--- config.mk ---
export PLATFORM = sky130hd
export DESIGN_NAME = mac_operand_abs_stage
export DESIGN_NICKNAME = d
export VERILOG_FILES = /design/src/rtl/mac_operand_abs_stage.sv
export SDC_FILE = /design/constraint.sdc
export NUM_CORES = 1
export LEC_CHECK = 0
export BUFFER_PORTS_ARGS = -buffer_cell sky130_fd_sc_hd__buf_4
export CORE_AREA = 2 2 121 123
export CTS_BUF_LIST = sky130_fd_sc_hd__clkbuf_8
export DETAILED_ROUTE_END_ITERATION = 12
export DIE_AREA = 0 0 123 125
export GPL_ROUTABILITY_DRIVEN = 0
export MAX_ROUTING_LAYER = met4
export PLACE_DENSITY = 0.75
export SKIP_CTS_REPAIR_TIMING = 1
export SYNTH_ARGS = -nofsm -noshare
export SYNTH_HDL_FRONTEND = slang
export SYNTH_SLANG_ARGS = --single-unit
--- constraint.sdc ---
create_clock -name clk -period 6 [get_ports clk]
set_input_delay 0.3 -clock clk [delete_from_list [all_inputs] [get_ports clk]]
set_output_delay 0.3 -clock clk [all_outputs]
set_load 0.05 [all_outputs]
--- src/rtl/mac_operand_abs_stage.sv ---
// -----------------------------------------------------------------------------
// mac_operand_abs_stage
//
// Front-end sign-split stage of the configurable MAC. Converts packed signed or
// unsigned A/B operands into unsigned magnitudes for the multiplier array and
// produces per-lane "product is negative" flags for the accumulator negator.
// Two-deep valid/ready pipeline (S1 = operand register, S2 = result register);
// cfg travels with the data.
//
// Optional build macro:
//   MAC_ABS_SINGLE_STAGE_EN  removes S1; the sign-split logic works directly on
//                            A_in/B_in into S2 (latency 1, capacity 1).
//
// Ports:
//   clk, rst_n           clock, asynchronous active-low reset
//   en                   global enable; 0 freezes all state
//   in_valid / in_ready  input handshake (in_ready is combinational on out_ready)
//   cfg                  [3] signed, [2] mac/mul (pass-through),
//                        [1:0] 01 dual, 10 quad, otherwise single
//   A_in, B_in           packed operands, lane i = [i*W +: W]
//   out_valid/out_ready  output handshake
//   A_mag, B_mag         unsigned magnitudes
//   neg                  per-lane negative-product flag
//   cfg_out              cfg aligned with the output data
// -----------------------------------------------------------------------------
module mac_operand_abs_stage #(
  parameter int MAC_CONF_WIDTH = 4,
  parameter int MAC_MIN_WIDTH  = 8
) (
  input  logic                         clk,
  input  logic                         rst_n,
  input  logic                         en,
  input  logic                         in_valid,
  output logic                         in_ready,
  input  logic [MAC_CONF_WIDTH-1:0]    cfg,
  input  logic [4*MAC_MIN_WIDTH-1:0]   A_in,
  input  logic [4*MAC_MIN_WIDTH-1:0]   B_in,
  output logic                         out_valid,
  input  logic                         out_ready,
  output logic [4*MAC_MIN_WIDTH-1:0]   A_mag,
  output logic [4*MAC_MIN_WIDTH-1:0]   B_mag,
  output logic [3:0]                   neg,
  output logic [MAC_CONF_WIDTH-1:0]    cfg_out
);

  localparam int W   = MAC_MIN_WIDTH;
  localparam int OPW = 4 * W;

  typedef enum logic [1:0] {
    MODE_SINGLE,
    MODE_DUAL,
    MODE_QUAD
  } mode_e;

  // ---------------------------------------------------------------------------
  // Handshake
  // ---------------------------------------------------------------------------
  logic                      s2_valid;
  logic                      s2_adv;
  logic                      s2_load;
  logic                      in_fire;

  // Source of the sign-split logic (S1 register or raw inputs).
  logic [OPW-1:0]            src_a;
  logic [OPW-1:0]            src_b;
  logic [MAC_CONF_WIDTH-1:0] src_cfg;

  assign s2_adv    = ~s2_valid | (out_ready & en);
  assign in_fire   = in_valid & in_ready;
  assign out_valid = s2_valid & en;

`ifdef MAC_ABS_SINGLE_STAGE_EN
  assign src_a    = A_in;
  assign src_b    = B_in;
  assign src_cfg  = cfg;
  assign in_ready = en & s2_adv;
  assign s2_load  = in_fire;
`else
  logic                      s1_valid;
  logic [OPW-1:0]            s1_a;
  logic [OPW-1:0]            s1_b;
  logic [MAC_CONF_WIDTH-1:0] s1_cfg;

  assign in_ready = en & (~s1_valid | s2_adv);
  assign s2_load  = s1_valid & s2_adv;

  // NOTE: sequential state uses non-blocking assignments so every register
  // samples pre-edge values and the pipeline shifts without races.
  always_ff @(posedge clk or negedge rst_n) begin
    if (!rst_n) begin
      s1_valid <= 1'b0;
      s1_a     <= '0;
      s1_b     <= '0;
      s1_cfg   <= '0;
    end else if (en) begin
      if (in_fire) begin
        s1_valid <= 1'b1;
        s1_a     <= A_in;
        s1_b     <= B_in;
        s1_cfg   <= cfg;
      end else if (s2_load) begin
        s1_valid <= 1'b0;
      end
    end
  end

  assign src_a   = s1_a;
  assign src_b   = s1_b;
  assign src_cfg = s1_cfg;
`endif

  // ---------------------------------------------------------------------------
  // Lane grouping: which lane holds each lane's group sign, and where a
  // group's negation carry chain starts.
  // ---------------------------------------------------------------------------
  mode_e           mode;
  logic [3:0][1:0] top_lane;
  logic [3:0]      grp_start;

  // NOTE: every variable written in a combinational block gets a default
  // first, so no path leaves it unassigned and no latch is inferred.
  always_comb begin
    mode      = MODE_SINGLE;
    top_lane  = '0;
    grp_start = '0;
    case (src_cfg[1:0])
      2'b01:   mode = MODE_DUAL;
      2'b10:   mode = MODE_QUAD;
      default: mode = MODE_SINGLE;
    endcase
    for (int i = 0; i < 4; i++) begin
      case (mode)
        MODE_DUAL: begin
          top_lane[i]  = 2'(i | 1);
          grp_start[i] = (i % 2 == 0);
        end
        MODE_QUAD: begin
          top_lane[i]  = 2'd3;
          grp_start[i] = (i == 0);
        end
        default: begin
          top_lane[i]  = 2'(i);
          grp_start[i] = 1'b1;
        end
      endcase
    end
  end

  // ---------------------------------------------------------------------------
  // Sign split. Negation is ~x + 1 done lane by lane; the +1 enters at each
  // group's bottom lane and the carry ripples upward inside the group. The
  // most-negative value wraps to itself, which read as unsigned is its
  // magnitude.
  // ---------------------------------------------------------------------------
  logic [3:0][W-1:0] a_lanes, b_lanes;
  logic [3:0][W-1:0] a_abs, b_abs;
  logic [3:0]        a_sign, b_sign;
  logic [3:0]        neg_c;
  logic [W:0]        a_sum, b_sum;
  logic              a_carry, b_carry;

  assign a_lanes = src_a;
  assign b_lanes = src_b;

  always_comb begin
    a_abs   = a_lanes;
    b_abs   = b_lanes;
    a_sign  = '0;
    b_sign  = '0;
    neg_c   = '0;
    a_sum   = '0;
    b_sum   = '0;
    a_carry = 1'b0;
    b_carry = 1'b0;
    for (int i = 0; i < 4; i++) begin
      a_sign[i] = a_lanes[top_lane[i]][W-1];
      b_sign[i] = b_lanes[top_lane[i]][W-1];
      a_sum     = {1'b0, ~a_lanes[i]} + {{W{1'b0}}, grp_start[i] | a_carry};
      b_sum     = {1'b0, ~b_lanes[i]} + {{W{1'b0}}, grp_start[i] | b_carry};
      a_carry   = a_sum[W];
      b_carry   = b_sum[W];
      if (src_cfg[3]) begin
        a_abs[i] = a_sign[i] ? a_sum[W-1:0] : a_lanes[i];
        b_abs[i] = b_sign[i] ? b_sum[W-1:0] : b_lanes[i];
        neg_c[i] = a_sign[i] ^ b_sign[i];
      end
    end
  end

  // ---------------------------------------------------------------------------
  // S2 result register. Loads only when empty or being popped, so the outputs
  // hold while stalled.
  // ---------------------------------------------------------------------------
  // NOTE: the data registers are reset as well as the valid bit because the
  // outputs are defined to read 0 during reset, not just to be invalid.
  always_ff @(posedge clk or negedge rst_n) begin
    if (!rst_n) begin
      s2_valid <= 1'b0;
      A_mag    <= '0;
      B_mag    <= '0;
      neg      <= '0;
      cfg_out  <= '0;
    end else if (en) begin
      if (s2_load) begin
        s2_valid <= 1'b1;
        A_mag    <= a_abs;
        B_mag    <= b_abs;
        neg      <= neg_c;
        cfg_out  <= src_cfg;
      end else if (s2_adv) begin
        s2_valid <= 1'b0;
      end
    end
  end

endmodule

==> results.ini, run 1 <==
[outcome]
status=completed

[power_and_ir_drop]
fin_total_pwr_uw=4210
ir_worst_vdd_mv=0.273
powerDensity_mw_per_mm2=498
leakagePower_uw=0.00392

[flow_run]
cap_violations=0

[route]
drt_iter0_markers=311
wl_per_cell_microns=16.8
drc=0
antenna_left=0
dr.pass1.iters=4
avgViaCountPerCell=5.28
wl_microns=15900
num_vias=5003

[timing]
max_freq_ghz=0.190
setup_ws_ps=733
layout_worst_path_cycle_share_pct=87.8
worst_pin_slew_ps=1110
skew_ps=10.1
rsz0062_at_grt=no
slew_viol_final=0
slew_headroom_pct=26.2
tns_ps=0
fin_crit_ps=5270
setup-violations-final=0
timing_hold_violations_final=0

[synth]
synth-seq-cells=142
synth_top_cell_by_area=dfrtp_1
synth_top_cell_area_share_pct=51.2
postSynthCellCount=617
ys_seq_area_share_pct=51.2
synth.distinct_cells=45
synthFlopType=dfrtp_1
syn_avg_cell_area_sq_um=11.2
async_flop_share_pct=100
synth_edf_count=0
synth.cell_area_sq_mm=0.00693
synth_area_leaders=dfrtp_1, mux2_2, nand2_1
synth.net_count=706
yosysWarnings=0

[layout]
final_cell_mix=buf_4, dfrtp_1, nand2_1
areaGrowthSynthToFinish_pct=21.9
layout_commonest_cell=buf_4
drive_above_1_share_pct=35.8
nets=839
diodes=0

[placement]
io_buffers=146
post-place-ws_ps=763
hpwl_microns=11000

[min_path]
hold_start=B_in[13]
hp-class=primary input to flop

[cts]
cts_tree=done
path_clk_slew_ps=80
ctsLongestPathBuffers=2
cts_sinks=142
clock_latency_ps=450
cts_root_buf=clkbuf_8
numCtsBuffers=17
htreeDepth=4

[floorplan]
initial_utilization_pct=48.8
design.die.area_sq_mm=0.0154
fp.dieW_microns=123
core-area_sq_mm=0.0142
dieHeight_microns=125
rows=44
pin_count=147

[setup_path]
cp.arrival_ps=5560
critPathMaxFanout=4
end_kind=flop
cpMostUsedCell=ha_1
crit_path_top_delay_cell=or3b_2
critPathRequiredTime_ps=6300
worstSetupStartpointType=flop
cp_top_family=simple AND/OR/NAND/NOR gates
r2r-start=b_lanes[1]
critical_path.max_stage_delay_ps=500
crit_start=b_lanes[1]
worst-path-buf-inv=1
path_cells=inv_1 -> ha_1 -> or3b_2 -> o31ai_1 -> ha_1 -> ha_1 -> or3b_1 -> or3_1 -> o31ai_1 -> ha_1 -> ha_1 -> or3b_2 -> o41ai_1 -> ha_1 -> ha_1 -> nor3b_1 -> a21oi_1 -> xnor2_1 -> o21ai_0
critPathKind=flop to flop

[grt]
grt_usage_pct=22.2
grt_pass1_vias=5166
grt_max_degree=126
antenna_found_initial=0
grt-ovfl-total=0
grt_first_pass_wirelength_microns=25600

-- sequential cells by signal, summed over array words and instances, names as in the netlist --
register / cells
s2_valid: 1
cfg_out: 4
s1_cfg: 4
s1_valid: 1
a_lanes: 32
b_lanes: 32
neg: 4
A_mag: 32
B_mag: 32
-- power breakdown --
part / total (uW) / switching [uW] / internal (uW)
combinational: 1980 / 1300 / 676
sequential: 1520 / 258 / 1260
clock: 713 / 377 / 335
total: 4210 / 1940 / 2270
-- layer usage --
metal	routed length, microns	up-vias	GRT usage, %
met5	0	-	-
met4	297	0	9.09
met3	738	24	4.43
met2	7990	130	35.6
met1	6880	2449	27.5
li1	-	2400	-
-- synthesized netlist by cell type, types with 3 or more instances --
cell,n
a211oi_1,3
a21oi_1,12
a311oi_1,3
a31oi_1,4
buf_2,17
buf_4,4
buf_6,8
clkbuf_1,7
dfrtp_1,142
ha_1,16
inv_1,21
mux2_2,71
mux2i_1,15
nand2_1,86
nand3_1,9
nand3b_1,3
nor2_1,24
nor3_1,6
nor3b_1,7
o211ai_1,4
o211ai_2,4
o21ai_0,56
o21ai_1,7
o311ai_2,3
o31ai_1,4
or3_1,4
or3b_2,5
or4_1,3
xnor2_1,25
xor2_1,24
-- metrics by stage --
| step | std cells | utilization (%) | area (sq um) | hold slack [ps] |
|---|---|---|---|---|
| 5_1_grt | 947 | 59.5 | 8460 | 38.3 |
| 2_1_floorplan | 617 | - | 6930 | 4.41 |
| 3_3_place_gp | 914 | 56.9 | 8080 | 334 |
| 3_5_place_dp | 914 | 56.9 | 8080 | 348 |
| 6_report | 947 | 59.5 | 8460 | 70.4 |
| 4_1_cts | 946 | 59.5 | 8450 | -153 |
-- kinds of logic after synthesis --
kind of cell	after synthesis	share of synthesized area, %
compound gates	109	10.4
xor+xnor	49	6.19
fa+ha+maj	16	2.89
buf+inv	57	4.48
flops	142	51.2
mux	89	14.6
simple gates	155	10.2
-- cell type report --
type                    instances  area [sq um]
flip-flops and latches        142          3550
inverters                      21          78.8
fillers                      1201          5750
clock buffers                  18           248
clock inverters                14           121
repair buffers                150          1130
multi-input cells             418          3090
well taps                     184           230
-- worst register-to-register path, delay by kind of cell (launching register included) --
family	cells	cell delay, ps
AND/OR/NAND/NOR	5	1970
adder cells (fa/ha/maj)	7	1360
AO/OA/AOI/OAI	5	1170
flip-flops	1	410
XOR/XNOR	1	130
buffers and inverters	1	90
-- path summary, 6_finish.rpt --
path | to | slack (ps) | cells after the start
worst min register to register | neg[3] | 470 | 2
worst max-delay path | B_mag[30] | 730 | 19
worst min-delay path | b_lanes[13] | 70 | 2
max in group asynchronous | s1_cfg[3] | 4150 | 3
min in group asynchronous | A_mag[4] | 420 | 2
worst max register to register | B_mag[30] | 730 | 19
Power figures use the tool's default switching activity.
==> run 2, diff against run 1 <==
clock period = 5.13 ns   (was 6 ns; I/O delays follow)
==> results.ini, run 2 (synthesized netlist as in run 1, its figures left out) <==
[setup_path]
cp.arrival_ps=5260  ; was 5560 ps
worstSetupStartpointType=flop  ; unchanged
end_kind=flop  ; unchanged
critPathRequiredTime_ps=5450  ; was 6300 ps
critPathKind=flop to flop  ; unchanged
critPathMaxFanout=4  ; unchanged

[timing]
timing_hold_violations_final=0  ; unchanged
skew_ps=14.4  ; was 10.1 ps
setup-violations-final=0  ; unchanged
slew_viol_final=0  ; unchanged
slew_headroom_pct=34.3  ; was 26.2%
worst_pin_slew_ps=986  ; was 1110 ps
fin_crit_ps=4950  ; was 5270 ps
max_freq_ghz=0.202  ; was 0.190 GHz
layout_worst_path_cycle_share_pct=96.4  ; was 87.8%
holdWs_ps=25.4  ; was 70.4 ps

[route]
avgViaCountPerCell=5.27  ; was 5.28
dr.pass1.iters=4  ; unchanged
num_vias=5029  ; was 5003
antenna_left=0  ; unchanged
drc=0  ; unchanged
wl_microns=16000  ; was 15900 microns
wl_per_cell_microns=16.8  ; about the same
drt_iter0_markers=294  ; was 311

[layout]
final_cell_mix=buf_4, dfrtp_1, nand2_1  ; unchanged
layout_commonest_cell=buf_4  ; unchanged
nets=846  ; was 839
areaGrowthSynthToFinish_pct=25.0  ; was 21.9%
fill_cells=1169  ; was 1201
drive_above_1_share_pct=38.4  ; was 35.8%
diodes=0  ; unchanged
design_area_sq_mm=0.00867  ; was 0.00846 sq mm
finish.utilization_pct=61.0  ; was 59.5%

[floorplan]
core-area_sq_mm=0.0142  ; unchanged
initial_utilization_pct=48.8  ; unchanged
fp.dieW_microns=123  ; unchanged
pin_count=147  ; unchanged
design.die.area_sq_mm=0.0154  ; unchanged
rows=44  ; unchanged
dieHeight_microns=125  ; unchanged

[power_and_ir_drop]
p_clk_share_pct=18.6  ; was 16.9%
power_frac_comb_pct=46.3  ; was 47.0%
switching_power_uw=2280  ; was 1940 uW
swShare_pct=44.6  ; was 46.0%
seq_power_share_pct=35.1  ; was 36.1%
powerDensity_mw_per_mm2=589  ; was 498 mW/mm^2
ir_worst_vdd_mv=0.363  ; was 0.273 mV
leakagePower_uw=0.00402  ; was 0.00392 uW
p_int_uw=2820  ; was 2270 uW

[cts]
cts_tree=done  ; unchanged
path_clk_slew_ps=80  ; about the same
numCtsBuffers=17  ; unchanged
htreeDepth=4  ; unchanged
ctsLongestPathBuffers=2  ; unchanged
cts_root_buf=clkbuf_8  ; unchanged
cts_sinks=142  ; unchanged
clock_latency_ps=460  ; was 450 ps

[grt]
grt_usage_pct=22.4  ; was 22.2%
grt_max_degree=82  ; was 126
grt-ovfl-total=0  ; unchanged
grt_pass1_vias=5284  ; was 5166
grt_first_pass_wirelength_microns=25800  ; was 25600 microns
antenna_found_initial=0  ; unchanged

[placement]
placed_cell_area_sq_mm=0.00811  ; was 0.00808 sq mm
io_buffers=146  ; unchanged
hpwl_microns=11300  ; was 11000 microns

[flow_run]
cap_violations=0  ; unchanged

[outcome]
status=completed  ; unchanged

[min_path]
hp-class=primary input to flop  ; unchanged

## run 2: cell types whose count changed in the layout (fill, tap and decap cells not counted), moves of 3 or more
| cell | delta |
|---|---|
| buf_4 | +6 |
| nor3b_1 | -4 |
| ha_2 | +6 |
| o31ai_1 | -4 |
| clkbuf_8 | +3 |
| or3b_2 | -3 |
| o31ai_2 | +3 |
| or3b_4 | +3 |
| clkinv_2 | +3 |
| clkinvlp_4 | -5 |
| ha_1 | -6 |
## run 2: final timing paths
kind / startpoint / end / slack (ps) / depth (start not counted)
worst max-delay path: b_lanes[1] / B_mag[30] / 180 / 19
worst min-delay path: A_in[5] / a_lanes[5] / 30 / 2
worst max register to register: b_lanes[1] / B_mag[30] / 180 / 19
worst min register to register: neg[3] / neg[3] / 470 / 2
max in group asynchronous: rst_n / B_mag[15] / 3420 / 3
min in group asynchronous: rst_n / a_lanes[8] / 350 / 2
## run 2: critical path, stage by stage, from the launching register on
cell     delay (ps)
dfrtp_1         420
inv_1            90
ha_1            160
or3b_4          410
o31ai_2         280
ha_2            240
ha_1            160
or3b_1          380
or3_1           330
o31ai_2         200
ha_2            220
ha_1            170
or3b_2          490
o41ai_2         310
ha_2            240
ha_1            170
nor3b_4         200
a21oi_1         120
xnor2_1         150
o21ai_1          70
## run 2: power groups by stage
| stage | clock network (uW) | registers, uW | logic, uW |
|---|---|---|---|
| 3_3_place_gp | 0 | 1770 | 2300 |
| 5_1_grt | 1020 | 1840 | 2520 |
| 2_1_floorplan | 0 | 2600 | 810 |
| 4_1_cts | 970 | 1780 | 2350 |
| 3_5_place_dp | 0 | 1800 | 2340 |
| 6_report | 949 | 1790 | 2360 |
## run 2: area by class of cell
cell class	count	area [sq um]	area share, %
inverter	21	78.8	0.909
sequential	142	3550	41.0
timing repair buffer	157	1190	13.7
tap	184	230	2.66
clock inverter	11	138	1.59
multi-input combinational	418	3190	36.8
clock buffer	21	289	3.33
## run 2: layer usage
metal  vias to the layer above  global-route usage (%)  routed length [microns]
li1                       2421                       -                        -
met1                      2461                    26.9                     6830
met2                       120                    36.9                     8080
met3                        27                    4.88                      733
met4                         0                    8.36                      384
met5                         -                       -                        0
## run 2: per-stage QoR
stage                     instances  power, uW  worst slack [ps]  setup TNS (ps)
after floorplan                 617       3410               362               0
after global placement          918       4070               154               0
after detailed placement        918       4140              -100            -180
after CTS                       950       5100              -125            -368
after global routing            954       5380             -84.6            -150
final                           954       5100               183               0
